==> src/rtl/mccoy_host.sv <==
// Drives a McCoy core through io_in: it resets the core, clocks it, and answers each PC with a word fetched from a 32x6 program memory.
// The fetch takes one clk (the new word appears in the first RUN_LO cycle); there is no backpressure, and start and load_en are ignored while the block is busy.
module mccoy_host #(
  parameter int HALF_PERIOD = 2,
  parameter int MAX_CYCLES  = 200
) (
  input  logic       clk,
  input  logic       reset,
  input  logic       load_en,
  input  logic [4:0] load_addr,
  input  logic [5:0] load_data,
  input  logic       start,
  input  logic [7:0] core_out,
  output logic [7:0] core_io,
  output logic [7:0] pc_val,
  output logic [7:0] x8_val,
  output logic [7:0] cycle_count,
  output logic       busy,
  output logic       done,
  output logic       timeout
);

  typedef enum logic [2:0] {IDLE, CRST, RUN_HI, RUN_LO, HALT} state_t;

  localparam logic [3:0] HP_LAST = 4'(HALF_PERIOD - 1);
  localparam logic [7:0] MAX_C   = 8'(MAX_CYCLES);

  state_t     state;
  logic [3:0] hp_cnt;
  logic       crst_ph;
  logic       first;
  logic       core_clk_q;
  logic       core_rst_q;
  logic [5:0] instr_q;
  logic [7:0] prev_pc;
  logic [5:0] mem [0:31];

  logic       wr_en;
  logic       hp_last;
  logic [5:0] mem0_now;
  logic [7:0] cnt_inc;

  assign wr_en    = load_en && (state == IDLE || state == HALT);
  assign hp_last  = (hp_cnt == HP_LAST);
  // A write to word 0 in the start cycle must be seen by the run it starts.
  assign mem0_now = (wr_en && load_addr == 5'd0) ? load_data : mem[0];
  assign cnt_inc  = (cycle_count == 8'hFF) ? 8'hFF : cycle_count + 8'd1;

  assign core_io = {core_clk_q, core_rst_q, instr_q};

  always_ff @(posedge clk) begin
    if (wr_en) mem[load_addr] <= load_data;
  end

  always_ff @(posedge clk or negedge reset) begin
    if (!reset) begin
      state       <= IDLE;
      hp_cnt      <= 4'd0;
      crst_ph     <= 1'b0;
      first       <= 1'b0;
      core_clk_q  <= 1'b0;
      core_rst_q  <= 1'b1;
      instr_q     <= 6'd0;
      prev_pc     <= 8'd0;
      pc_val      <= 8'd0;
      x8_val      <= 8'd0;
      cycle_count <= 8'd0;
      busy        <= 1'b0;
      done        <= 1'b0;
      timeout     <= 1'b0;
    end else begin
      case (state)
        IDLE, HALT: begin
          if (start) begin
            state       <= CRST;
            hp_cnt      <= 4'd0;
            crst_ph     <= 1'b0;
            core_clk_q  <= 1'b1;
            core_rst_q  <= 1'b1;
            instr_q     <= mem0_now;
            cycle_count <= 8'd0;
            busy        <= 1'b1;
            done        <= 1'b0;
            timeout     <= 1'b0;
          end
        end
        CRST: begin
          if (hp_last) begin
            hp_cnt <= 4'd0;
            if (!crst_ph) begin
              crst_ph    <= 1'b1;
              core_clk_q <= 1'b0;
            end else begin
              state      <= RUN_HI;
              core_clk_q <= 1'b1;
              core_rst_q <= 1'b0;
              first      <= 1'b1;
            end
          end else begin
            hp_cnt <= hp_cnt + 4'd1;
          end
        end
        RUN_HI: begin
          if (hp_last) begin
            hp_cnt     <= 4'd0;
            state      <= RUN_LO;
            core_clk_q <= 1'b0;
            prev_pc    <= pc_val;
            pc_val     <= core_out;
            instr_q    <= mem[core_out[4:0]];
          end else begin
            hp_cnt <= hp_cnt + 4'd1;
          end
        end
        RUN_LO: begin
          if (hp_last) begin
            hp_cnt      <= 4'd0;
            x8_val      <= core_out;
            cycle_count <= cnt_inc;
            first       <= 1'b0;
            // prev_pc is stale on the first cycle after core reset.
            if (!first && pc_val == prev_pc) begin
              state   <= HALT;
              busy    <= 1'b0;
              done    <= 1'b1;
              timeout <= 1'b0;
            end else if (cnt_inc == MAX_C) begin
              state   <= HALT;
              busy    <= 1'b0;
              done    <= 1'b1;
              timeout <= 1'b1;
            end else begin
              state      <= RUN_HI;
              core_clk_q <= 1'b1;
            end
          end else begin
            hp_cnt <= hp_cnt + 4'd1;
          end
        end
        default: state <= IDLE;
      endcase
    end
  end

endmodule

==> config.mk <==
export PLATFORM = sky130hd
export DESIGN_NAME = mccoy_host
export DESIGN_NICKNAME = d
export VERILOG_FILES = /design/src/rtl/mccoy_host.sv
export SDC_FILE = /design/constraint.sdc
export NUM_CORES = 1
export LEC_CHECK = 0
export ABC_CLOCK_PERIOD_IN_PS = 4400
export CORE_ASPECT_RATIO = 0.7
export CORE_MARGIN = 4
export CORE_UTILIZATION = 64
export DETAILED_ROUTE_END_ITERATION = 10
export PLACE_DENSITY = 0.95
export SYNTH_ARGS = -nofsm -noshare
export SYNTH_HDL_FRONTEND = slang
export SYNTH_SLANG_ARGS = --single-unit
==> constraint.sdc <==
create_clock -name clk -period 4.4 [get_ports clk]
set_clock_uncertainty 0.05 [all_clocks]
set_input_delay 0.44 -clock clk [delete_from_list [all_inputs] [get_ports clk]]
set_output_delay 0.44 -clock clk [all_outputs]
set_load 0.03 [all_outputs]
==> results.md <==
| Metric | Reported |
| --- | --- |
| Postcts setup bufs | 0 |
| Highest ir drop seen on vdd | 0.718 mV |
| Number of nets in the synthesized netlist | 676 |
| Leakage | 4.11 nW |
| Switching share of power | 31.0% |
| Resized cells post-CTS | 0 |
| CTS max path bufs | 3 |
| FF-to-FF Start | state[0] |
| Relative slew slack | 21.3% |
| Main synth FF type | sky130_fd_sc_hd__edfxtp_1 |
| Post-synthesis sequential area ratio | 69.3% |
| Clock latency at the later pin of the worst-skew pair | 0.51 ns |
| Status | complete, no violations |
| RD Place Congestion | 0.893 |
| Count of final setup violators | 0 |
| # port buffers | 57 |
| Switching power total | 0.00198 W |
| Number of core rows | 38 |
| Remaining number of nets flagged by the antenna check after routing | 0 |
| Antenna violations before repair | 0 |
| Transition time at the pin with the least slew margin | 1.18 ns |
| Final Instance Count excl. Fillers | 921 |
| Ratio of cells with drive above 1 in the final layout | 10.8% |
| Required time at the worst-slack endpoint | 4.73 ns |
| DRT Pass-1 Iters | 5 |
| Portion of total power attributed to the clock network | 28.6% |
| Ratio of final minimum period to clock period | 64.1% |
| Overall global routing resource usage | 27.1% |
| Min-delay worst type | input pin to async pin |
| Part of the total power dissipated in combinational logic | 24.4% |
| Cell with the most instances after synthesis | sky130_fd_sc_hd__edfxtp_1 |
| Top cell type's share of synthesized area | 56.5% |
| Seq. cell area | 7070 um2 |
| Dpl hpwl | 15300 um |
| Highest achievable clock rate | 0.354 GHz |
| Clock buffer count from CTS | 22 |
| Origin of the worst setup path | state[0] |
| Max_cap viols | 0 |
| Number of sinks handled by clock tree synthesis | 244 |
| Final-report max-slew violation count | 0 |
| Synth cell types | 54 |
| Arrival time reported for the critical path endpoint | 3.16 ns |
| Final antenna diode count | 0 |
| Routed WL per cell | 26.3 um |
| Endpoint of the most critical register-to-register path | instr_q[4] |
| Worst Setup Path Type | flop to flop |
| Number of top-level pins | 58 |
| Biggest area consumer among synthesized cells | sky130_fd_sc_hd__edfxtp_1 |
| Top cells by area, synth | sky130_fd_sc_hd__edfxtp_1, sky130_fd_sc_hd__dfrtp_1, sky130_fd_sc_hd__mux4_2 |
| Die extent in x | 159 um |
| Proportion of power drawn by flip-flops and latches | 47.0% |
| Unrepaired setup endpoints after global routing | no |
| Routed wire length | 24300 um |
| Global-route wire length before repair | 37300 um |
| Global-route congestion overflow total | 0 |
| Clock root cell | sky130_fd_sc_hd__clkbuf_16 |
| Multi-input gate area | 2940 um2 |
| Setup tns final | 0 ns |
| Y dimension of the die | 114 um |
| Cells after DPL | 881 |
| Via count of the first global-routing pass | 6253 |
| DRC violation count after routing | 0 |
| Critical Path Sink Type | flop |
| Number of flops mapped to enable cells by yosys | 192 |
| Pin count of the biggest net entering global routing | 75 |
| Maximum fanout count along the critical path | 14 |
| Cell internal power dissipation | 0.00441 W |
| Clk slew on worst S/H paths | 0.07 ns |
| Number of storage elements in the synthesis netlist | 244 |
| Warnings, synthesis | 0 |
| Core outline area | 15500 um2 |
| Final Critical Period | 2.82 ns |
| Netlist area before placement | 10200 um2 |
| DR vias | 6250 |
| Share of synthesized flip-flops with an asynchronous set or reset | 21.3% |
| Die outline area | 18100 um2 |
| Top post-synthesis cells by count | sky130_fd_sc_hd__edfxtp_1, sky130_fd_sc_hd__nor2_1, sky130_fd_sc_hd__mux2i_1 |
| CTS tree | built |
| Post-CTS Hold Buffers | 0 |
| R2R cell count | 5 |
| Worst setup path endpoint | instr_q[4] |
| Total number of H-tree levels | 1 |
| Starting DRT DRC Count | 1033 |
| Filler Cell Count | 831 |
| Final Hold Vio Count | 0 |
| Initial cell density of the core | 65.6% |
| Kind of launch point of the worst setup path | flop |
| Synthesized netlist cell count | 650 |
| Area grow syn2layout | 13.5% |
| Average via count per standard cell | 6.79 |
| Slack of the worst reg-to-reg path | 1.58 ns |
| Power per standard cell area | 552 nW/um2 |
| Number of nets in the finished design | 731 |
| Average size of a mapped cell | 15.7 um2 |
## layout by cell type (no fill, tap or decap), types with 8 or more instances in the layout
master,Yosys,layout
sky130_fd_sc_hd__nand2_1,49,49
sky130_fd_sc_hd__mux2i_1,52,52
sky130_fd_sc_hd__buf_4,5,9
sky130_fd_sc_hd__mux2_2,9,9
sky130_fd_sc_hd__nor2_1,54,54
sky130_fd_sc_hd__clkinv_1,0,8
sky130_fd_sc_hd__a21oi_1,14,14
sky130_fd_sc_hd__nand4_1,11,11
sky130_fd_sc_hd__mux4_2,24,24
sky130_fd_sc_hd__clkbuf_16,0,23
sky130_fd_sc_hd__dfrtp_1,51,51
sky130_fd_sc_hd__nor2b_1,11,11
sky130_fd_sc_hd__mux2_1,25,25
sky130_fd_sc_hd__xnor2_1,8,8
sky130_fd_sc_hd__o21ai_0,9,9
sky130_fd_sc_hd__edfxtp_1,192,192
sky130_fd_sc_hd__a221o_1,12,12
sky130_fd_sc_hd__clkdlybuf4s50_1,0,54
## worst max-delay path: stages, from the launching register on
cell and delay (ns):
sky130_fd_sc_hd__dfrtp_1 0.54, sky130_fd_sc_hd__or3b_1 0.49, sky130_fd_sc_hd__or3_1 0.56, sky130_fd_sc_hd__nor2_8 0.34
sky130_fd_sc_hd__mux2_1 0.35, sky130_fd_sc_hd__a221o_1 0.36
## metal layers
layer,up-vias,routed length [um],GRT usage (%)
met1,3120,9240,37.6
met4,0,733,7.75
met3,64,2670,6.21
met2,436,11600,44.4
met5,-,0,0
li1,2630,-,-
## worst min path at each step
stage / slack, ns / cells after the start / startpoint / to
5_1_grt: 0.05 / 2 / reset / cycle_count[5]
6_report: 0.0001 / 2 / reset / cycle_count[4]
4_1_cts: 0.02 / 2 / reset / cycle_count[4]
2_1_floorplan: 0.09 / 0 / reset / busy
3_5_place_dp: 0.43 / 2 / x8_val[0] / x8_val[0]
3_3_place_gp: 0.41 / 2 / x8_val[5] / x8_val[5]
## layout make-up
cell class / count / area share [%]
sequential: 244 / 61.0
timing repair buffer: 65 / 5.33
multi-input combinational: 366 / 25.4
tap: 200 / 2.16
clock buffer: 26 / 5.15
clock inverter: 14 / 0.756
inverter: 6 / 0.194
## power by group through the flow
stage / sequential, W / combinational [W] / clock (W)
after detailed placement: 0.00303 / 0.00152 / 0
final: 0.00301 / 0.00156 / 0.00183
after CTS: 0.00299 / 0.00155 / 0.00184
after floorplan: 0.00323 / 0.000710 / 0
after global placement: 0.00300 / 0.00144 / 0
after global routing: 0.00303 / 0.00165 / 0.00195
## flip-flops by register name, summed over array words and instances (netlist names)
signal,count
pc_val,8
x8_val,8
hp_cnt,4
timeout,1
instr_q,6
cycle_count,8
done,1
core_clk_q,1
crst_ph,1
busy,1
prev_pc,8
first,1
core_rst_q,1
mem,192
state,3
## logic make-up after synthesis
group	count (synthesis)	synth area share, %
fa+ha+maj	3	0.368
buf+inv	40	1.91
compound gates	78	5.50
flops	244	69.3
xor+xnor	9	0.772
simple gates	166	8.04
mux	110	14.1
## through the flow
step / cell area (um2) / total power (W) / hold WS [ns] / worst slack [ns] / util (%)
2_1_floorplan: 10200 / 0.00395 / 0.0944 / 2.11 / -
3_5_place_dp: 10900 / 0.00455 / 0.432 / 1.30 / 70.1
5_1_grt: 11600 / 0.00664 / 0.0550 / 1.50 / 74.5
4_1_cts: 11600 / 0.00638 / 0.0217 / 1.60 / 74.5
3_3_place_gp: 10900 / 0.00444 / 0.408 / 1.37 / 70.1
6_report: 11600 / 0.00640 / 0.000136 / 1.58 / 74.5
No activity file was read; power rests on OpenSTA's default activity.
